==> src/rtl/anneal_controller.sv <==
// Annealing-run sequencer for a shorted-cell oscillator array: releases the array reset,
// settles for R cycles, counts phase mismatches against oscillator 0 for S cycles, resolves spins.
module anneal_controller #(
   parameter int N           = 4,
   parameter int CNT_W       = 16,
   parameter int SYNC_STAGES = 2
) (
   input  logic             clk,
   input  logic             rst,
   input  logic             start,
   input  logic             abort,
   input  logic [CNT_W-1:0] run_cycles,
   input  logic [CNT_W-1:0] sample_cycles,
   input  logic [N-1:0]     osc_in,
   output logic             osc_rstn,
   output logic             busy,
   output logic             done,
   output logic [N-1:0]     spins
);

   typedef enum logic [1:0] {
      ST_IDLE    = 2'd0,
      ST_RUN     = 2'd1,
      ST_SAMPLE  = 2'd2,
      ST_RESOLVE = 2'd3
   } state_t;

   localparam logic [CNT_W-1:0] CNT_ONE = CNT_W'(1);
   localparam logic [CNT_W-1:0] CNT_MAX = {CNT_W{1'b1}};

   state_t           state_q, state_d;
   logic [CNT_W-1:0] cnt_q, cnt_d;
   logic [CNT_W-1:0] r_q, r_d;
   logic [CNT_W-1:0] s_q, s_d;
   logic [CNT_W-1:0] mcnt_q [N];
   logic [CNT_W-1:0] mcnt_d [N];
   logic [N-1:0]     spins_q, spins_d;
   logic             done_q, done_d;
   logic             osc_rstn_q, osc_rstn_d;
   logic             busy_q, busy_d;
   logic [N-1:0]     sync_q [SYNC_STAGES];
   logic [N-1:0]     sync_s;

   assign sync_s = sync_q[SYNC_STAGES-1];

   // Per-oscillator synchronizer chain; osc_in is asynchronous to clk.
   always_ff @(posedge clk or posedge rst) begin
      if (rst) begin
         for (int s = 0; s < SYNC_STAGES; s++) begin
            sync_q[s] <= '0;
         end
      end else begin
         sync_q[0] <= osc_in;
         for (int s = 1; s < SYNC_STAGES; s++) begin
            sync_q[s] <= sync_q[s-1];
         end
      end
   end

   // Next-state, counter and output computation for the run sequencer.
   always_comb begin
      state_d = state_q;
      cnt_d   = cnt_q;
      r_d     = r_q;
      s_d     = s_q;
      mcnt_d  = mcnt_q;
      spins_d = spins_q;
      done_d  = 1'b0;
      case (state_q)
         ST_IDLE: begin
            if (start && !abort) begin
               r_d     = (run_cycles == '0) ? CNT_ONE : run_cycles;
               s_d     = (sample_cycles == '0) ? CNT_ONE : sample_cycles;
               cnt_d   = '0;
               for (int i = 0; i < N; i++) begin
                  mcnt_d[i] = '0;
               end
               state_d = ST_RUN;
            end else begin
               state_d = ST_IDLE;
            end
         end
         ST_RUN: begin
            if (abort) begin
               state_d = ST_IDLE;
            end else if (cnt_q == r_q - CNT_ONE) begin
               cnt_d   = '0;
               state_d = ST_SAMPLE;
            end else begin
               cnt_d   = cnt_q + CNT_ONE;
            end
         end
         ST_SAMPLE: begin
            if (abort) begin
               state_d = ST_IDLE;
            end else begin
               // Saturating mismatch count of each spin against the reference oscillator.
               for (int i = 1; i < N; i++) begin
                  if ((sync_s[i] ^ sync_s[0]) && (mcnt_q[i] != CNT_MAX)) begin
                     mcnt_d[i] = mcnt_q[i] + CNT_ONE;
                  end else begin
                     mcnt_d[i] = mcnt_q[i];
                  end
               end
               if (cnt_q == s_q - CNT_ONE) begin
                  cnt_d   = '0;
                  state_d = ST_RESOLVE;
               end else begin
                  cnt_d   = cnt_q + CNT_ONE;
               end
            end
         end
         ST_RESOLVE: begin
            state_d = ST_IDLE;
            if (!abort) begin
               spins_d[0] = 1'b0;
               for (int i = 1; i < N; i++) begin
                  spins_d[i] = ({mcnt_q[i], 1'b0} > {1'b0, s_q});
               end
               done_d = 1'b1;
            end else begin
               done_d = 1'b0;
            end
         end
         default: begin
            state_d = ST_IDLE;
         end
      endcase
      osc_rstn_d = (state_d == ST_RUN) || (state_d == ST_SAMPLE);
      busy_d     = (state_d != ST_IDLE);
   end

   // Sequencer state and registered outputs.
   always_ff @(posedge clk or posedge rst) begin
      if (rst) begin
         state_q    <= ST_IDLE;
         cnt_q      <= '0;
         r_q        <= '0;
         s_q        <= '0;
         for (int i = 0; i < N; i++) begin
            mcnt_q[i] <= '0;
         end
         spins_q    <= '0;
         done_q     <= 1'b0;
         osc_rstn_q <= 1'b0;
         busy_q     <= 1'b0;
      end else begin
         state_q    <= state_d;
         cnt_q      <= cnt_d;
         r_q        <= r_d;
         s_q        <= s_d;
         mcnt_q     <= mcnt_d;
         spins_q    <= spins_d;
         done_q     <= done_d;
         osc_rstn_q <= osc_rstn_d;
         busy_q     <= busy_d;
      end
   end

   assign osc_rstn = osc_rstn_q;
   assign busy     = busy_q;
   assign done     = done_q;
   assign spins    = spins_q;

endmodule

==> config.mk <==
export PLATFORM = sky130hd
export DESIGN_NAME = anneal_controller
export DESIGN_NICKNAME = d
export VERILOG_FILES = /design/src/rtl/anneal_controller.sv
export SDC_FILE = /design/constraint.sdc
export NUM_CORES = 1
export LEC_CHECK = 0
export CORE_MARGIN = 3
export CORE_UTILIZATION = 65
export CTS_CLUSTER_SIZE = 25
export DETAILED_ROUTE_END_ITERATION = 10
export PLACE_DENSITY = 0.86
export RECOVER_POWER = 50
export SYNTH_ARGS = -nofsm -noshare
export SYNTH_HDL_FRONTEND = slang
export SYNTH_SLANG_ARGS = --single-unit
==> constraint.sdc <==
create_clock -name clk -period 10.2 [get_ports clk]
set_input_delay 1.53 -clock clk [delete_from_list [all_inputs] [get_ports clk]]
set_output_delay 1.53 -clock clk [all_outputs]
set_load 0.02 [all_outputs]
==> reports/metrics.csv <==
metric,value,unit
Inserted Diodes,0,
Post-synth ARST share,100,%
via count,6445,
Synthesis Warnings,0,
Most used DFF post-synth,dfrtp_1,
share of layout cells above drive strength 1,8.77,%
CTS Hold Bufs,0,
grt total ovfl,0,
Worst-Margin Slew,3140,ps
number of global-route vias before repair,6353,
post-place setup slack,5910,ps
max_cap viols,3,
area of the multi-input gates,4400,µm²
# DRC,0,
Root Driver,clkbuf_16,
Core ar.,11100,µm²
post-DR vias/cell,6.63,
max layer used,met4,
"Hold Vio Cnt, Final",0,
power per cell area,131,nW/µm²
met3 routed WL,1.24,mm
slack of the critical path,4220,ps
Detailed Route Iter0 Violations,574,
Post-Syn Area,7500,µm²
final worst path period need,5980,ps
Clock Path Buffers,2,
Syn Area/Cell,9.32,µm²
synth-to-layout area growth,10.1,%
Fin Clk Skew,8.15,ps
die height,113,µm
met2 wire length,9.02,mm
final worst-path cycle share,58.6,%
sequential fraction of the synthesis area,37.3,%
"EDFF count, synth",0,
M1 WL,7.94,mm
worst path required time,9970,ps
CTS sink count,112,
Synth Register Bits,112,
Initial Utilization,67.7,%
status,"finished, violations left",
Synth cell types,78,
dpl hpwl,13.9,mm
Die W,113,µm
Ports,47,
Critical Path Fanout Max,60,
gpl congestion,0.883,
CTS tree,done,
max-slew violations,154,
Post-CTS Resized,0,
endpoints failing setup,0,
sequential cell area,2800,µm²
drt wl/cell,19.4,µm
die area,12900,µm²
WP data arrival,5750,ps
Layout Nets,923,
remaining antenna violation count after routing,0,
initial antenna violation count,0,
1st-pass router iterations,5,
Post-CTS Setup Bufs,0,
largest net degree at the start of global routing,61,
RSZ-0062 raised after global routing,false,
Max-slew headroom,-109,%
later-pin clock latency in the skew report,360,ps
total CTS buffers,9,
Setup crit start kind,input pin,
first-pass GRT wire length,30.6,mm
hold crit path type,flop to flop,
GRT Overall Usage,29.9,%
final wirelength,18.8,mm
setup tns final,0,ps
cell count after synthesis,805,
failing checks,"max-capacitance violations, max-slew violations",
type of the worst setup path,input pin to asynchronous set/reset pin,
Fill cells,778,
fmax,0.167,GHz
Max VDD drop,0.154,mV
htree depth,3,
Crit. End Element,asynchronous set/reset pin,
Leak,3.70,nW
syn_nets,901,
cell row count,38,
port bufs,45,
clock slew at reported path FFs,70,ps
## state kept, by name, summed over array words and instances, names as in the netlist, 2 cells and up
register  cells
state_q       2
s_q          16
mcnt_q       48
r_q          16
cnt_q        16
sync_q        4
sync_s        4
spins         3
## through the flow
stage / area, µm² / cells / power, mW / hold WS [ps] / util [%]
final: 8260 / 972 / 1.08 / 353 / 74.6
after detailed placement: 8000 / 956 / 0.742 / 340 / 72.2
after floorplan: 7500 / 805 / 0.671 / 331 / -
after global placement: 8000 / 956 / 0.726 / 338 / 72.2
after CTS: 8280 / 972 / 1.08 / 358 / 74.7
after global routing: 8260 / 972 / 1.13 / 360 / 74.6
## cell usage after synthesis (3+ instances only)
cell type	number	share of area [%]
a211o_1	3	0.35
a21o_1	17	1.7
a21oi_1	26	1.7
a31oi_1	8	0.67
a41oi_1	4	0.47
and2_1	5	0.42
and3_1	8	0.67
and4_1	6	0.70
buf_2	4	0.27
clkbuf_1	29	1.5
dfrtp_1	112	37
ha_1	56	9.3
inv_1	33	1.7
mux2_2	33	5.0
mux2i_1	3	0.40
nand2_1	65	3.3
nand2b_1	6	0.50
nand3_1	32	2.1
nand4_1	22	1.8
nor2_1	70	3.5
nor2b_1	8	0.67
nor3_1	21	1.4
nor3b_1	3	0.30
nor4_1	16	1.3
o2111ai_1	6	0.70
o211ai_1	5	0.50
o21a_1	6	0.60
o21ai_0	26	1.7
o21ai_1	5	0.33
o221ai_1	7	0.82
or2_2	11	0.92
or3_1	13	1.1
or4_1	5	0.50
xnor2_1	41	4.8
xor2_1	35	4.1
## path summary, 6_finish.rpt
check                      startpoint    endpoint  slack [ps]  depth (start not counted)
min reg2reg                 sync_q[5]   sync_s[1]         350                          0
max                               rst  mcnt_q[29]        4220                          3
max reg2reg                state_q[0]  mcnt_q[43]        6320                         11
min in group asynchronous         rst      r_q[6]        2240                          2
min                         sync_q[5]   sync_s[1]         350                          0
max in group clk                abort  mcnt_q[43]        5180                         11
## routing by layer
layer | vias to the layer above | track usage, %
met2 | 303 | 48.8
met3 | 61 | 5.15
li1 | 2954 | -
met5 | - | 0
met4 | 0 | 14.1
met1 | 3127 | 38.9
## worst max-delay path, cell delays in order
cell and delay [ps]:
dlygate4sd3_1 550, clkinvlp_2 1310, clkbuf_1 2300
## cell type report
class                      instances  share of cell area [%]
multi-input combinational        621                    53.3
sequential                       112                    33.9
timing repair buffer              49                    5.68
clock buffer                      10                    2.77
tap                              140                    2.12
inverter                          34                    1.56
clock inverter                     6                   0.621
## placed cells by master (no fill, tap or decap), types with 7 or more instances in the layout
master             n
dfrtp_1          112
nor2_1            70
nand2_1           65
ha_1              56
xnor2_1           41
xor2_1            35
clkdlybuf4s50_1   33
mux2_2            32
inv_1             32
nand3_1           32
a21oi_1           26
o21ai_0           26
nand4_1           22
nor3_1            21
a21o_1            17
nor4_1            16
or3_1             13
dlygate4sd3_1     12
or2_2             11
clkbuf_16          9
nor2b_1            8
and3_1             8
a31oi_1            8
o221ai_1           7
## logic make-up after synthesis
kind of cell	synth area share, %
mux	5.35
buf+inv	3.97
compound gates	13.5
simple gates	21.6
xor+xnor	8.87
other cells	0.0500
flops	37.3
fa+ha+maj	9.34
## power breakdown
part / leakage (nW) / switching [mW] / internal (mW)
clock network: 0.134 / 0.174 / 0.170
logic: 2.10 / 0.125 / 0.0979
registers: 1.47 / 0.0459 / 0.469
total: 3.70 / 0.345 / 0.737
No activity file was read; power rests on OpenSTA's default activity.
